$ cat src/rtl/sram_rw_port_adapter_if.sv
// Request, response and RW0 SRAM port bundle for sram_rw_port_adapter.
// The slave modport is the adapter side; the master modport is the client plus SRAM side.
interface sram_rw_port_adapter_if #(
  parameter int unsigned ADDR_WIDTH = 12,
  parameter int unsigned DATA_WIDTH = 32,
  parameter int unsigned MASK_WIDTH = 4
);

  // Request stream
  logic                  req_valid;
  logic                  req_ready;
  logic                  req_write;
  logic [ADDR_WIDTH-1:0] req_addr;
  logic [MASK_WIDTH-1:0] req_mask;
  logic [DATA_WIDTH-1:0] req_data;

  // Response stream
  logic                  resp_valid;
  logic                  resp_ready;
  logic                  resp_write;
  logic [DATA_WIDTH-1:0] resp_data;

  // RW0 port of the attached array
  logic                  sram_en;
  logic                  sram_wmode;
  logic [ADDR_WIDTH-1:0] sram_addr;
  logic [MASK_WIDTH-1:0] sram_wmask;
  logic [DATA_WIDTH-1:0] sram_wdata;
  logic [DATA_WIDTH-1:0] sram_rdata;

  modport slave (
    input  req_valid, req_write, req_addr, req_mask, req_data,
    output req_ready,
    output resp_valid, resp_write, resp_data,
    input  resp_ready,
    output sram_en, sram_wmode, sram_addr, sram_wmask, sram_wdata,
    input  sram_rdata
  );

  modport master (
    output req_valid, req_write, req_addr, req_mask, req_data,
    input  req_ready,
    input  resp_valid, resp_write, resp_data,
    output resp_ready,
    input  sram_en, sram_wmode, sram_addr, sram_wmask, sram_wdata,
    output sram_rdata
  );

endinterface

$ cat src/rtl/sram_rw_port_adapter.sv
// Valid/ready front end for a single-port SRAM with 1-cycle read latency.
// Issued ops land in a 2-entry in-order response buffer guarded by a credit check.
module sram_rw_port_adapter #(
  parameter int unsigned ADDR_WIDTH = 12,
  parameter int unsigned DATA_WIDTH = 32,
  parameter int unsigned MASK_WIDTH = 4
) (
  input  logic                       clock,
  input  logic                       reset_n,
  sram_rw_port_adapter_if.slave      bus
);

  localparam int unsigned DEPTH   = 2;
  localparam int unsigned OCC_W   = 3;

  // Stage 1: op issued to the SRAM last cycle
  logic                  s1_vld;
  logic                  s1_wr;

  // Response buffer
  logic [DEPTH-1:0]                 fifo_wr;
  logic [DEPTH-1:0][DATA_WIDTH-1:0] fifo_data;
  logic                             wr_ptr;
  logic                             rd_ptr;
  logic [1:0]                       count;

  logic             fire_c;
  logic             pop_c;
  logic             head_vld_c;
  logic [OCC_W-1:0] occupancy_c;

  // Occupancy after this edge, counting the op already in the SRAM pipe
  assign head_vld_c  = (count != 2'd0);
  assign pop_c       = head_vld_c & bus.resp_ready;
  assign occupancy_c = OCC_W'(count) + OCC_W'(s1_vld) - OCC_W'(pop_c);

  assign bus.req_ready = reset_n & (occupancy_c < OCC_W'(DEPTH));
  assign fire_c        = bus.req_valid & bus.req_ready;

  // RW0 strobes are a straight pass-through of the accepted request
  assign bus.sram_en    = fire_c;
  assign bus.sram_wmode = bus.req_write;
  assign bus.sram_addr  = ADDR_WIDTH'(bus.req_addr);
  assign bus.sram_wmask = bus.req_write ? MASK_WIDTH'(bus.req_mask) : '0;
  assign bus.sram_wdata = bus.req_data;

  // Head of buffer, masked to zero when empty so nothing stale leaks out
  assign bus.resp_valid = head_vld_c;
  assign bus.resp_write = head_vld_c & fifo_wr[rd_ptr];
  assign bus.resp_data  = head_vld_c ? fifo_data[rd_ptr] : '0;

  // Stage-1 tracking of the op whose read data appears next cycle
  always_ff @(posedge clock or negedge reset_n) begin
    if (!reset_n) begin
      s1_vld <= 1'b0;
      s1_wr  <= 1'b0;
    end else begin
      s1_vld <= fire_c;
      s1_wr  <= fire_c & bus.req_write;
    end
  end

  // Response buffer: push captures sram_rdata while it is valid
  always_ff @(posedge clock or negedge reset_n) begin
    if (!reset_n) begin
      fifo_wr   <= '0;
      fifo_data <= '0;
      wr_ptr    <= 1'b0;
      rd_ptr    <= 1'b0;
      count     <= 2'd0;
    end else begin
      if (s1_vld) begin
        fifo_wr[wr_ptr]   <= s1_wr;
        fifo_data[wr_ptr] <= s1_wr ? '0 : DATA_WIDTH'(bus.sram_rdata);
        wr_ptr            <= ~wr_ptr;
      end
      if (pop_c) begin
        rd_ptr <= ~rd_ptr;
      end
      count <= occupancy_c[1:0];
    end
  end

endmodule

$ cat src/flat_wrapper.sv
// flat-port wrapper written by rule: the top's interface ports become plain ports
module sram_rw_port_adapter_flat 
#(
  parameter int unsigned ADDR_WIDTH = 12,
  parameter int unsigned DATA_WIDTH = 32,
  parameter int unsigned MASK_WIDTH = 4
)
  (clock, reset_n, bus_req_valid, bus_req_write, bus_req_addr, bus_req_mask, bus_req_data, bus_req_ready, bus_resp_valid, bus_resp_write, bus_resp_data, bus_resp_ready, bus_sram_en, bus_sram_wmode, bus_sram_addr, bus_sram_wmask, bus_sram_wdata, bus_sram_rdata);
  sram_rw_port_adapter_if #(.ADDR_WIDTH(ADDR_WIDTH), .DATA_WIDTH(DATA_WIDTH), .MASK_WIDTH(MASK_WIDTH)) bus_i ();
  input  logic clock;
  input  logic reset_n;
  input wire logic [$bits(bus_i.req_valid)-1:0] bus_req_valid;
  input wire logic [$bits(bus_i.req_write)-1:0] bus_req_write;
  input wire logic [$bits(bus_i.req_addr)-1:0] bus_req_addr;
  input wire logic [$bits(bus_i.req_mask)-1:0] bus_req_mask;
  input wire logic [$bits(bus_i.req_data)-1:0] bus_req_data;
  output wire logic [$bits(bus_i.req_ready)-1:0] bus_req_ready;
  output wire logic [$bits(bus_i.resp_valid)-1:0] bus_resp_valid;
  output wire logic [$bits(bus_i.resp_write)-1:0] bus_resp_write;
  output wire logic [$bits(bus_i.resp_data)-1:0] bus_resp_data;
  input wire logic [$bits(bus_i.resp_ready)-1:0] bus_resp_ready;
  output wire logic [$bits(bus_i.sram_en)-1:0] bus_sram_en;
  output wire logic [$bits(bus_i.sram_wmode)-1:0] bus_sram_wmode;
  output wire logic [$bits(bus_i.sram_addr)-1:0] bus_sram_addr;
  output wire logic [$bits(bus_i.sram_wmask)-1:0] bus_sram_wmask;
  output wire logic [$bits(bus_i.sram_wdata)-1:0] bus_sram_wdata;
  input wire logic [$bits(bus_i.sram_rdata)-1:0] bus_sram_rdata;
  assign bus_i.req_valid = bus_req_valid;
  assign bus_i.req_write = bus_req_write;
  assign bus_i.req_addr = bus_req_addr;
  assign bus_i.req_mask = bus_req_mask;
  assign bus_i.req_data = bus_req_data;
  assign bus_req_ready = bus_i.req_ready;
  assign bus_resp_valid = bus_i.resp_valid;
  assign bus_resp_write = bus_i.resp_write;
  assign bus_resp_data = bus_i.resp_data;
  assign bus_i.resp_ready = bus_resp_ready;
  assign bus_sram_en = bus_i.sram_en;
  assign bus_sram_wmode = bus_i.sram_wmode;
  assign bus_sram_addr = bus_i.sram_addr;
  assign bus_sram_wmask = bus_i.sram_wmask;
  assign bus_sram_wdata = bus_i.sram_wdata;
  assign bus_i.sram_rdata = bus_sram_rdata;
  sram_rw_port_adapter #(.ADDR_WIDTH(ADDR_WIDTH), .DATA_WIDTH(DATA_WIDTH), .MASK_WIDTH(MASK_WIDTH)) u_core (.clock(clock), .reset_n(reset_n), .bus(bus_i));
endmodule
$ cat config.mk
export PLATFORM = sky130hd
export DESIGN_NAME = sram_rw_port_adapter_flat
export DESIGN_NICKNAME = d
export VERILOG_FILES = /design/src/rtl/sram_rw_port_adapter_if.sv /design/src/rtl/sram_rw_port_adapter.sv /design/src/flat_wrapper.sv
export SDC_FILE = /design/constraint.sdc
export NUM_CORES = 1
export LEC_CHECK = 0
export ABC_AREA = 1
export BUFFER_PORTS_ARGS = -buffer_cell sky130_fd_sc_hd__buf_4
export CAP_MARGIN = 30
export CORE_MARGIN = 4
export CORE_UTILIZATION = 48
export DETAILED_ROUTE_END_ITERATION = 7
export GPL_ROUTABILITY_DRIVEN = 0
export GPL_TIMING_DRIVEN = 1
export PLACE_DENSITY = 0.81
export SYNTH_ARGS = -nofsm -noshare
export SYNTH_HDL_FRONTEND = slang
export SYNTH_SLANG_ARGS = --single-unit
$ cat constraint.sdc
create_clock -name clock -period 2.39 [get_ports clock]
set_clock_uncertainty 0.1 [all_clocks]
set_input_delay 0.1195 -clock clock [delete_from_list [all_inputs] [get_ports clock]]
set_output_delay 0.1195 -clock clock [all_outputs]
set_load 0.02 [all_outputs]
==> impl_metrics.json <==
{
  "totalPowerFinal_uw": 6650,
  "ys_seq_area_frac": 0.469,
  "cp_max_fo": 2,
  "synth-seq-cells": 72,
  "fmax_mhz": 375,
  "drc": 0,
  "fp.dieArea_um2": 9510,
  "min_period_ps": 2660,
  "critPathMaxStageDelay_ps": 470,
  "max_slew_margin": 0.584,
  "drv_slew": 0,
  "drv_cap": 0,
  "cts_htree_levels": 3,
  "drtPass1Iterations": 4,
  "die_h_um": 97.5,
  "rr_startpoint": "u_core.count[1]",
  "grt_max_degree": 65,
  "wl_met2_mm": 4.33,
  "worstPathRequired_ps": 2170,
  "wl_per_cell_um": 13.0,
  "seqCellArea_um2": 1800,
  "grt_pass1_wl_mm": 14.9,
  "crit_path_end_kind": "output port",
  "cp.arrival_ps": 2440,
  "critical_path.slowest_cell": "fa_1",
  "final-hold-violation-count": 0,
  "grt_overflow": 0,
  "synthToLayoutAreaGrowth_pct": 18.7,
  "cellLeakagePower_uw": 0.00248,
  "clock_path_buffers": 2,
  "tns_ps": -740,
  "fill_cells": 708,
  "hold_class": "in -> reg",
  "drt.antenna.violating_nets": 0,
  "clk_latency_ps": 340,
  "diodes": 0,
  "worstMarginPinSlew_ps": 623,
  "clk_pin_slew_worst_paths_ps": 90,
  "grtUsageTotal": 0.187,
  "crit_start": "u_core.count[1]",
  "via_per_inst": 4.86,
  "num_vias": 3243,
  "rsz0062_at_grt": "true",
  "multi_input_area_um2": 1250,
  "design_area_um2": 4560,
  "antenna_found_initial": 0,
  "final_common_cell": "nand2_1",
  "drtIter0Drc": 121,
  "hpwlAfterDp_mm": 5.26,
  "routed.top_layer": "met4",
  "syn_avg_cell_area_um2": 7.57,
  "fin_util": 0.587,
  "worstPathCellList": "nor2_2, nor2_2, ha_1, inv_1, ha_2, fa_1, inv_2, nand2_1, nor2_1, nand3_1, inv_2, buf_6",
  "critPathLaunchType": "register",
  "initial_core_util": 0.495,
  "drive_gt1_frac": 0.227,
  "wl_met3_um": 479,
  "fin_nets": 648,
  "cts_root_buf": "clkbuf_8",
  "core_area_um2": 7770,
  "syn_area_um2": 3840,
  "cts_sinks": 72,
  "holdWs_ps": 9.06,
  "violations": "negative setup slack",
  "routed_wl_mm": 8.69,
  "ys_types": 19,
  "post-route-period-util": 1.11,
  "outcome": "finished with violations",
  "ioPinCount": 170,
  "setup-violations-final": 3,
  "wirelength_met1_mm": 3.78,
  "syn_nets": 596,
  "chipWidth_um": 97.5,
  "port_buffers": 81,
  "powerDensity_nw_per_um2": 1460,
  "layout_common_cells": "138 x nand2_1, 98 x buf_4, 75 x inv_1",
  "cts_buffers": 9,
  "worstSetupPathType": "reg -> out",
  "peakVddDrop_uv": 811,
  "tritoncts": "built",
  "setup_ws_ps": -274,
  "yosys_warnings": 0,
  "fp-row-count": 32,
  "min_from": "bus_sram_rdata[0]",
  "grt_pass1_vias": 3250,
  "dpl_cell_area_um2": 4130,
  "synthCells": 508
}
[registers in the layout, summed over array words and instances, names as in the netlist]
| name | count |
|---|---|
| u_core.wr_ptr | 1 |
| u_core.s1_wr | 1 |
| u_core.rd_ptr | 1 |
| u_core.s1_vld | 1 |
| u_core.fifo_data | 64 |
| u_core.count | 2 |
| u_core.fifo_wr | 2 |
[report_power, final]
part	internal, µW	switching, µW	total (µW)
clock	482	466	948
combinational	1430	2190	3620
sequential	1830	247	2080
[Yosys cell counts, drive strengths merged]
| cell type | n | area share |
|---|---|---|
| ha | 2 | 0.0065 |
| a21oi | 33 | 0.043 |
| nand3 | 2 | 0.0026 |
| o21ai | 67 | 0.087 |
| nor2 | 39 | 0.040 |
| dfrtp | 72 | 0.47 |
| nand2 | 139 | 0.14 |
| xor2 | 1 | 0.0023 |
| buf | 69 | 0.13 |
| inv | 81 | 0.080 |
| fa | 1 | 0.0052 |
| clkbuf | 2 | 0.0020 |
[cell families (layout without fill, tap and decap cells)]
logic type | after synthesis | in the layout | share of synthesized area
XOR/XNOR | 1 | 1 | 0.00228
adder cells (fa/ha/maj) | 3 | 3 | 0.0117
flip-flops | 72 | 72 | 0.469
AO/OA/AOI/OAI | 100 | 100 | 0.130
buffers and inverters | 152 | 209 | 0.208
AND/OR/NAND/NOR | 180 | 180 | 0.179
[cell type report]
type,count,area share
sequential,72,0.395
clock inverter,7,0.0159
timing repair buffer,112,0.192
clock buffer,9,0.0271
inverter,81,0.0672
multi-input combinational,284,0.274
tap,102,0.0280
[metrics by stage]
| stage | instances | worst slack, ps |
|---|---|---|
| floorplan | 508 | 205 |
| global placement | 626 | 94.9 |
| detailed placement | 626 | 33.8 |
| CTS | 666 | -217 |
| global route | 667 | -424 |
| finish | 667 | -274 |
[layer usage]
metal,global-route usage,vias up
met3,0.0459,11
met5,0,-
li1,-,1596
met4,0.0607,0
met1,0.239,1534
met2,0.312,102
[final timing paths]
kind,endpoint,slack [ps],cells after the start
min in group asynchronous,u_core.fifo_data[32],360,3
max reg2reg,u_core.s1_wr,-270,15
min reg2reg,u_core.fifo_data[11],370,2
min,u_core.fifo_data[0],9,5
max,bus_sram_en,-270,12
max in group asynchronous,u_core.fifo_data[52],1470,3
[critical path, delay by kind of cell, from the launching register on]
kind          cells  cell delay [ps]
flops             1              400
fa+ha+maj         3              900
simple gates      5              480
buf+inv           4              310
[what timing repair did]
| item | in CTS | in global routing |
|---|---|---|
| gates resized for setup | 5 | 2 |
| buffers inserted | 11 | 1 |
| hold buffers | 13 | 0 |
| pin swaps | 4 | 6 |
| hold endpoints to repair | 88 | 0 |
| endpoints found under the setup margin | 2 | 4 |
Note: power is estimated with default switching activity, not from simulation.
